### src/rtl/dii_packet_buffer.sv
// dii_packet_buffer: packet-aware first-word-fall-through flit FIFO for a DII channel.
// With FULLPACKET set, the head is offered only once a whole packet is stored (or the buffer is full).
module dii_packet_buffer #(
  parameter int BUF_SIZE   = 8,
  parameter bit FULLPACKET = 1
) (
  input  logic                          clk,
  input  logic                          rst,
  input  logic                          in_valid,
  input  logic                          in_last,
  input  logic [15:0]                   in_data,
  output logic                          in_ready,
  output logic                          out_valid,
  output logic                          out_last,
  output logic [15:0]                   out_data,
  input  logic                          out_ready,
  output logic [$clog2(BUF_SIZE+1)-1:0] packet_count,
  output logic                          empty,
  output logic                          full
);
  localparam int AW = $clog2(BUF_SIZE);
  localparam int CW = $clog2(BUF_SIZE+1);
  logic [16:0]   mem [BUF_SIZE];
  logic [AW-1:0] wr_ptr, rd_ptr;
  logic [CW-1:0] flit_cnt, pkt_cnt;
  logic          wr, rd;
  assign full         = flit_cnt == CW'(BUF_SIZE);
  assign empty        = flit_cnt == '0;
  assign in_ready     = !full && !rst;
  // full term lets an oversized packet stream through instead of deadlocking
  assign out_valid    = FULLPACKET ? (pkt_cnt != '0) || full : !empty;
  assign {out_last, out_data} = mem[rd_ptr];
  assign packet_count = pkt_cnt;
  assign wr = in_valid && in_ready;
  assign rd = out_valid && out_ready;
  always_ff @(posedge clk)
    if (wr) mem[wr_ptr] <= {in_last, in_data};
  always_ff @(posedge clk or posedge rst)
    if (rst) begin
      wr_ptr   <= '0;
      rd_ptr   <= '0;
      flit_cnt <= '0;
      pkt_cnt  <= '0;
    end else begin
      wr_ptr   <= wr_ptr + AW'(wr);
      rd_ptr   <= rd_ptr + AW'(rd);
      flit_cnt <= flit_cnt + CW'(wr) - CW'(rd);
      pkt_cnt  <= pkt_cnt + CW'(wr && in_last) - CW'(rd && out_last);
    end
endmodule

### config.mk
export PLATFORM = sky130hd
export DESIGN_NAME = dii_packet_buffer
export DESIGN_NICKNAME = d
export VERILOG_FILES = /design/src/rtl/dii_packet_buffer.sv
export SDC_FILE = /design/constraint.sdc
export NUM_CORES = 1
export LEC_CHECK = 0
export ABC_CLOCK_PERIOD_IN_PS = 4300
export BUFFER_PORTS_ARGS = -buffer_cell sky130_fd_sc_hd__buf_2
export CAP_MARGIN = 10
export CORE_UTILIZATION = 43
export DETAILED_ROUTE_END_ITERATION = 10
export GPL_TIMING_DRIVEN = 0
export PLACE_DENSITY = 0.64
export REMOVE_ABC_BUFFERS = 1
export SLEW_MARGIN = 5
export SYNTH_ARGS = -nofsm -noshare
export SYNTH_HDL_FRONTEND = slang
export SYNTH_SLANG_ARGS = --single-unit
### constraint.sdc
create_clock -name clk -period 4.3 [get_ports clk]
set_input_delay 0.645 -clock clk [delete_from_list [all_inputs] [get_ports clk]]
set_output_delay 0.645 -clock clk [all_outputs]
set_load 0.02 [all_outputs]
==> results of run 1 <==
[critical path: stages, from the launching register on]
cell and delay (ns):
dfrtp_1 1.06, mux4_2 0.66, nor3b_1 0.24, ha_1 0.27
inv_1 0.06, ha_1 0.15, inv_1 0.05, fa_1 0.38
xnor2_1 0.14
[registers in the layout, summed over array words and instances (netlist names)]
signal	flops
flit_cnt	4
rd_ptr	3
mem	136
packet_count	4
wr_ptr	3
[per-stage QoR]
step           hold slack, ns  cells  area (sq um)  setup TNS, ns  power [uW]
2_1_floorplan          0.4943    270          6006              0        2917
3_5_place_dp           0.5333    509          6655              0        3403
4_1_cts                0.3130    541          7252              0        4908
3_3_place_gp           0.5222    495          6456         -31.80        3304
6_report               0.3129    541          7252              0        4835
5_1_grt                0.3427    541          7252              0        5074
[metal layers]
| layer | part of all wire (%) | vias up | global-route usage (%) |
|---|---|---|---|
| met3 | 4.0 | 13 | 4.558 |
| li1 | - | 1284 | - |
| met1 | 46 | 1487 | 20.26 |
| met2 | 49 | 64 | 25.18 |
| met4 | 1.4 | 0 | 6.944 |
| met5 | 0 | - | 0 |
[synth_stat cells]
cell type / n / share of area [%]
edfxtp_1: 136 / 67
mux4_1: 32 / 14
inv_1: 19 / 1.2
mux2_2: 16 / 3.0
ha_1: 15 / 3.1
dfrtp_1: 14 / 5.8
nor2_1: 5 / 0.31
buf_6: 4 / 0.74
mux2i_1: 4 / 0.66
nor3_1: 4 / 0.33
xor2_1: 4 / 0.58
buf_2: 3 / 0.25
clkbuf_1: 3 / 0.19
a21o_1: 2 / 0.25
a21oi_1: 2 / 0.16
fa_1: 2 / 0.66
nand2_1: 2 / 0.12
nand2b_1: 2 / 0.21
nand3_1: 2 / 0.16
nor3b_1: 2 / 0.25
xnor2_1: 2 / 0.29
a31oi_1: 1 / 0.10
mux4_2: 1 / 0.37
nand4_1: 1 / 0.10
nor4_1: 1 / 0.10
or3b_2: 1 / 0.14
[area by class of cell]
| class | instances | area (sq um) | area share [%] |
|---|---|---|---|
| clock buffer | 21 | 440.4 | 6.073 |
| clock inverter | 11 | 156.4 | 2.157 |
| inverter | 19 | 71.32 | 0.9834 |
| multi-input combinational | 101 | 1534 | 21.15 |
| sequential | 150 | 4437 | 61.18 |
| tap | 180 | 225.2 | 3.106 |
| timing repair buffer | 59 | 387.9 | 5.349 |
[cell usage in the layout (no fill, tap or decap), types with 3 or more instances in the layout]
cell and instances:
inv_1 19, mux4_1 32, clkbuf_16 17, edfxtp_1 136
buf_6 6, buf_4 4, mux2i_1 4, dfrtp_1 12
nor3_2 4, buf_8 3, clkbuf_1 4, clkinv_1 3
nor2_2 3, xor2_1 4, buf_2 45, bufinv_16 4
mux2_2 16, ha_1 15
[power by group through the flow]
stage                     Clock [uW]  Combinational (uW)  Sequential (uW)
after floorplan                    0                 919             2000
after global placement             0                1230             2070
after detailed placement           0                1360             2040
after CTS                       1520                1370             2010
after global routing            1580                1460             2030
final                           1490                1340             2010
[cell families after synthesis]
kind of cell / Yosys count / share of synthesized area [%]
buffers and inverters: 29 / 2.347
adder cells (fa/ha/maj): 17 / 3.747
flip-flops: 150 / 72.97
XOR/XNOR: 6 / 0.8647
AND/OR/NAND/NOR: 20 / 1.730
multiplexers: 53 / 17.83
AO/OA/AOI/OAI: 5 / 0.5147
[final timing paths]
check / start / end / slack (ns) / depth (start not counted)
setup reg to reg: rd_ptr[2] / packet_count[2] / 1.20 / 8
hold reg to reg: flit_cnt[0] / flit_cnt[0] / 0.54 / 1
hold / removal: rst / packet_count[2] / 0.31 / 2
min in group clk: in_data[0] / mem[0][0] / 0.48 / 1
setup / recovery: rd_ptr[2] / packet_count[2] / 1.20 / 8
max in group asynchronous: rst / rd_ptr[1] / 3.54 / 2
==> results.yml, run 1 <==
timing:
  finClkSkew_ns: 0.005137
  max_freq_mhz: 322.1
  min_period_ns: 3.105
  tightest_slew_ns: 1.084
  setup_viol: 0
  finalHoldViolations: 0
  setup_slack_ns: 1.195
  rsz0062_at_grt: "no"
  slew_headroom_pct: 27.72
  post-route-period-util_pct: 72.21
  slew_viol_final: 0
setup_path:
  worst_setup_path_end_kind: "flop"
  critPathKind: "reg2reg"
  required_ns: 4.60
  arrival_ns: 3.41
  crit_path_start_kind: "flop"
  crit_fanout: 18
floorplan:
  start_util_pct: 43.95
  core-area_sq_mm: 0.01383
  die_h_microns: 120.9
  rows: 43
  ios: 46
  dieArea_sq_mm: 0.01461
  die_x_microns: 120.9
global_routing:
  grt_pass1_vias: 2896
  grt.total_usage_pct: 15.83
  antenna_found_initial: 0
  grt-ovfl-total: 0
  grt_max_degree: 35
  grt_pass1_wl_microns: 16080
synthesis:
  seq_area_frac_synth_pct: 72.97
  syn_area_per_cell_sq_um: 21.70
  yosysUniqueCellTypes: 26
  syn_area_sq_mm: 0.006077
  synthCells: 280
  ys_ff_latch: 150
  synth-warning-count: 0
cts:
  clk_root_buffer_cell: "clkbuf_16"
  clkSlewWorstSetupHoldPaths_ns: 0.06
  cts_buffers: 17
  cts_resized: 0
  worstSkewPairLatency_ns: 0.41
  ctsHoldBuffers: 0
  postCtsSetupBuffers: 0
  htree_levels: 4
  clockBufferDepth: 2
  tritoncts: "built"
  cts_sinks: 150
power_and_ir_drop:
  comb_power_share_pct: 27.7
  power_frac_clock_pct: 30.8
  peakVddDrop_uv: 333.5
  p_per_area_mw_per_mm2: 666.7
  p_leak_uw: 0.002674
  p_int_uw: 3417
  power_frac_seq_pct: 41.5
  switching_share_pct: 29.33
  p_sw_uw: 1418
worst_hold_path:
  hold_class: "in2async"
final_layout:
  diodes: 0
  n_fill_cell: 1074
  drive_gt1_share_pct: 31.02
  finish.utilization_pct: 52.45
  syn_to_final_growth_pct: 19.33
  final_nets: 386
place:
  place_worst_setup_slack_ns: 0.9908
  io_buffers: 45
  gp_congestion: 0.7250
  dp_hpwl_microns: 6586
drt:
  drc_errors: 0
  wl_microns: 10570
  ant_nets: 0
  vias: 2848
  wl_per_cell_microns: 19.53
  drt-initial-drc-count: 208
  viasPerCell: 5.264
  dr.pass1.iters: 4
flow_run:
  maxCapViolCount: 0
status:
  status: "completed"
No activity file was read; power rests on OpenSTA's default activity.
==> run 2, diff against run 1 <==
--- a/config.mk
+++ b/config.mk
@@ -5,13 +5,13 @@
 export SDC_FILE = /design/constraint.sdc
 export NUM_CORES = 1
 export LEC_CHECK = 0
-export ABC_CLOCK_PERIOD_IN_PS = 4300
+export ABC_CLOCK_PERIOD_IN_PS = 2770
 export BUFFER_PORTS_ARGS = -buffer_cell sky130_fd_sc_hd__buf_2
 export CAP_MARGIN = 10
 export CORE_UTILIZATION = 43
 export DETAILED_ROUTE_END_ITERATION = 10
 export GPL_TIMING_DRIVEN = 0
-export PLACE_DENSITY = 0.64
+export PLACE_DENSITY = 0.67
 export REMOVE_ABC_BUFFERS = 1
 export SLEW_MARGIN = 5
 export SYNTH_ARGS = -nofsm -noshare
==> constraint.sdc (replaced) <==
create_clock -name clk -period 2.77 [get_ports clk]
set_input_delay 0.4155 -clock clk [delete_from_list [all_inputs] [get_ports clk]]
set_output_delay 0.4155 -clock clk [all_outputs]
set_load 0.02 [all_outputs]
==> run 2 against run 1 <==
Effect of this change: flip-flop and latch count is the same; worst hold slack worse by 0.22 ns; largest power group unchanged; cell area increased by 0.69%; first-iteration DRC count up 15%.
==> results.yml, run 2 (synthesis results as in run 1) <==
cts:
  clockBufferDepth: 2
  cts_sinks: 150
  worstSkewPairLatency_ns: 0.42
  htree_levels: 4
  clkSlewWorstSetupHoldPaths_ns: 0.06
  cts_buffers: 17
  clk_root_buffer_cell: "clkbuf_16"
  tritoncts: "built"
global_routing:
  grt.total_usage_pct: 15.97
  grt-ovfl-total: 0
  grt_pass1_vias: 2910
  grt_max_degree: 35
  grt_pass1_wl_microns: 16040
  antenna_found_initial: 0
drt:
  drc_errors: 0
  wl_per_cell_microns: 19.30
  ant_nets: 0
  viasPerCell: 5.075
  wl_microns: 10520
  drt-initial-drc-count: 239
  dr.pass1.iters: 4
  vias: 2766
final_layout:
  final_cell_mix: "edfxtp_1, buf_2, mux4_1, inv_1, clkbuf_16"
  layout.cells.non_filler: 545
  drive_gt1_share_pct: 33.97
  final_common_cell: "edfxtp_1"
  syn_to_final_growth_pct: 20.16
  n_fill_cell: 1081
  final_nets: 390
  largest_reg_flops: 136
  diodes: 0
  largest-register: "mem"
floorplan:
  start_util_pct: 43.95
  core-area_sq_mm: 0.01383
  die_x_microns: 120.9
  ios: 46
  die_h_microns: 120.9
  rows: 43
  dieArea_sq_mm: 0.01461
setup_path:
  arrival_ns: 2.19
  crit_fanout: 22
  crit_path_start_kind: "flop"
  critPathKind: "reg2out"
  required_ns: 2.35
  worst_setup_path_end_kind: "output port"
flow_run:
  maxCapViolCount: 0
place:
  placedCellCount: 510
  io_buffers: 45
  dp_hpwl_microns: 6922
  gp_congestion: 0.7632
power_and_ir_drop:
  p_per_area_mw_per_mm2: 1021
  peakVddDrop_uv: 557.3
  p_leak_uw: 0.002700
timing:
  tightest_slew_ns: 0.9171
  setup_viol: 0
  finClkSkew_ns: 0.005027
  rsz0062_at_grt: "no"
  max_freq_mhz: 383.6
  post-route-period-util_pct: 94.10
  slew_viol_final: 0
  slew_headroom_pct: 38.35
  min_period_ns: 2.607
  finalHoldViolations: 0
  setup-tns-final_ns: 0
status:
  status: "completed"
worst_hold_path:
  hold_class: "in2async"
-- run 2: worst paths after layout --
| check | to | cells past startpoint | start | slack, ns |
|---|---|---|---|---|
| worst max-delay path | out_data[12] | 4 | rd_ptr[0] | 0.16 |
| worst max register to register | packet_count[2] | 8 | rd_ptr[2] | 0.21 |
| min in group clk | mem[0][15] | 1 | in_data[15] | 0.25 |
| worst min-delay path | flit_cnt[3] | 2 | rst | 0.09 |
| worst min register to register | packet_count[0] | 1 | packet_count[0] | 0.54 |
| max in group asynchronous | rd_ptr[2] | 2 | rst | 2.18 |
-- run 2: power by group --
group,leakage (uW),internal [uW],switching [uW]
clock,0.000280,1330,897
combinational,0.00103,1090,1060
sequential,0.00139,2760,321
total,0.00270,5180,2280
-- run 2: area by class of cell --
type	instances	area (sq um)	share of cell area, %
inverters	19	71.32	0.9767
clock inverters	15	150.1	2.056
flip-flops and latches	150	4446	60.88
repair buffers	63	430.4	5.894
well taps	180	225.2	3.084
multi-input cells	101	1554	21.28
clock buffers	17	425.4	5.826
-- run 2: timing repair --
action,4_1_cts,5_1_grt
gates cloned,0,0
setup endpoints to repair,15,12
hold buffers,0,0
resized for setup,2,6
setup buffers,0,3
-- run 2: layer usage --
layer / vias up / global-route usage [%] / part of all wire [%]
met5: - / 0 / 0
met4: 0 / 7.485 / 2.0
met3: 19 / 4.558 / 4.3
met2: 64 / 25.32 / 49
met1: 1384 / 20.33 / 45
li1: 1299 / - / -
-- run 2: metrics by stage --
stage	cell area (sq um)	setup slack (ns)	hold slack, ns	util, %	total power, uW
floorplan	6006	-0.3932	0.3206	-	4528
global placement	6456	-2.486	0.5095	46.69	5110
detailed placement	6675	-0.3080	0.5187	48.28	5283
CTS	7254	0.006166	0.07216	52.47	7518
global route	7302	0.05652	0.1496	52.81	7834
finish	7302	0.1634	0.09452	52.81	7459
-- run 2: worst max-delay path, cell delays in order, from the launching register on --
cell,delay [ns]
dfrtp_4,0.52
buf_12,0.21
mux4_1,0.56
mux2_2,0.31
buf_2,0.17
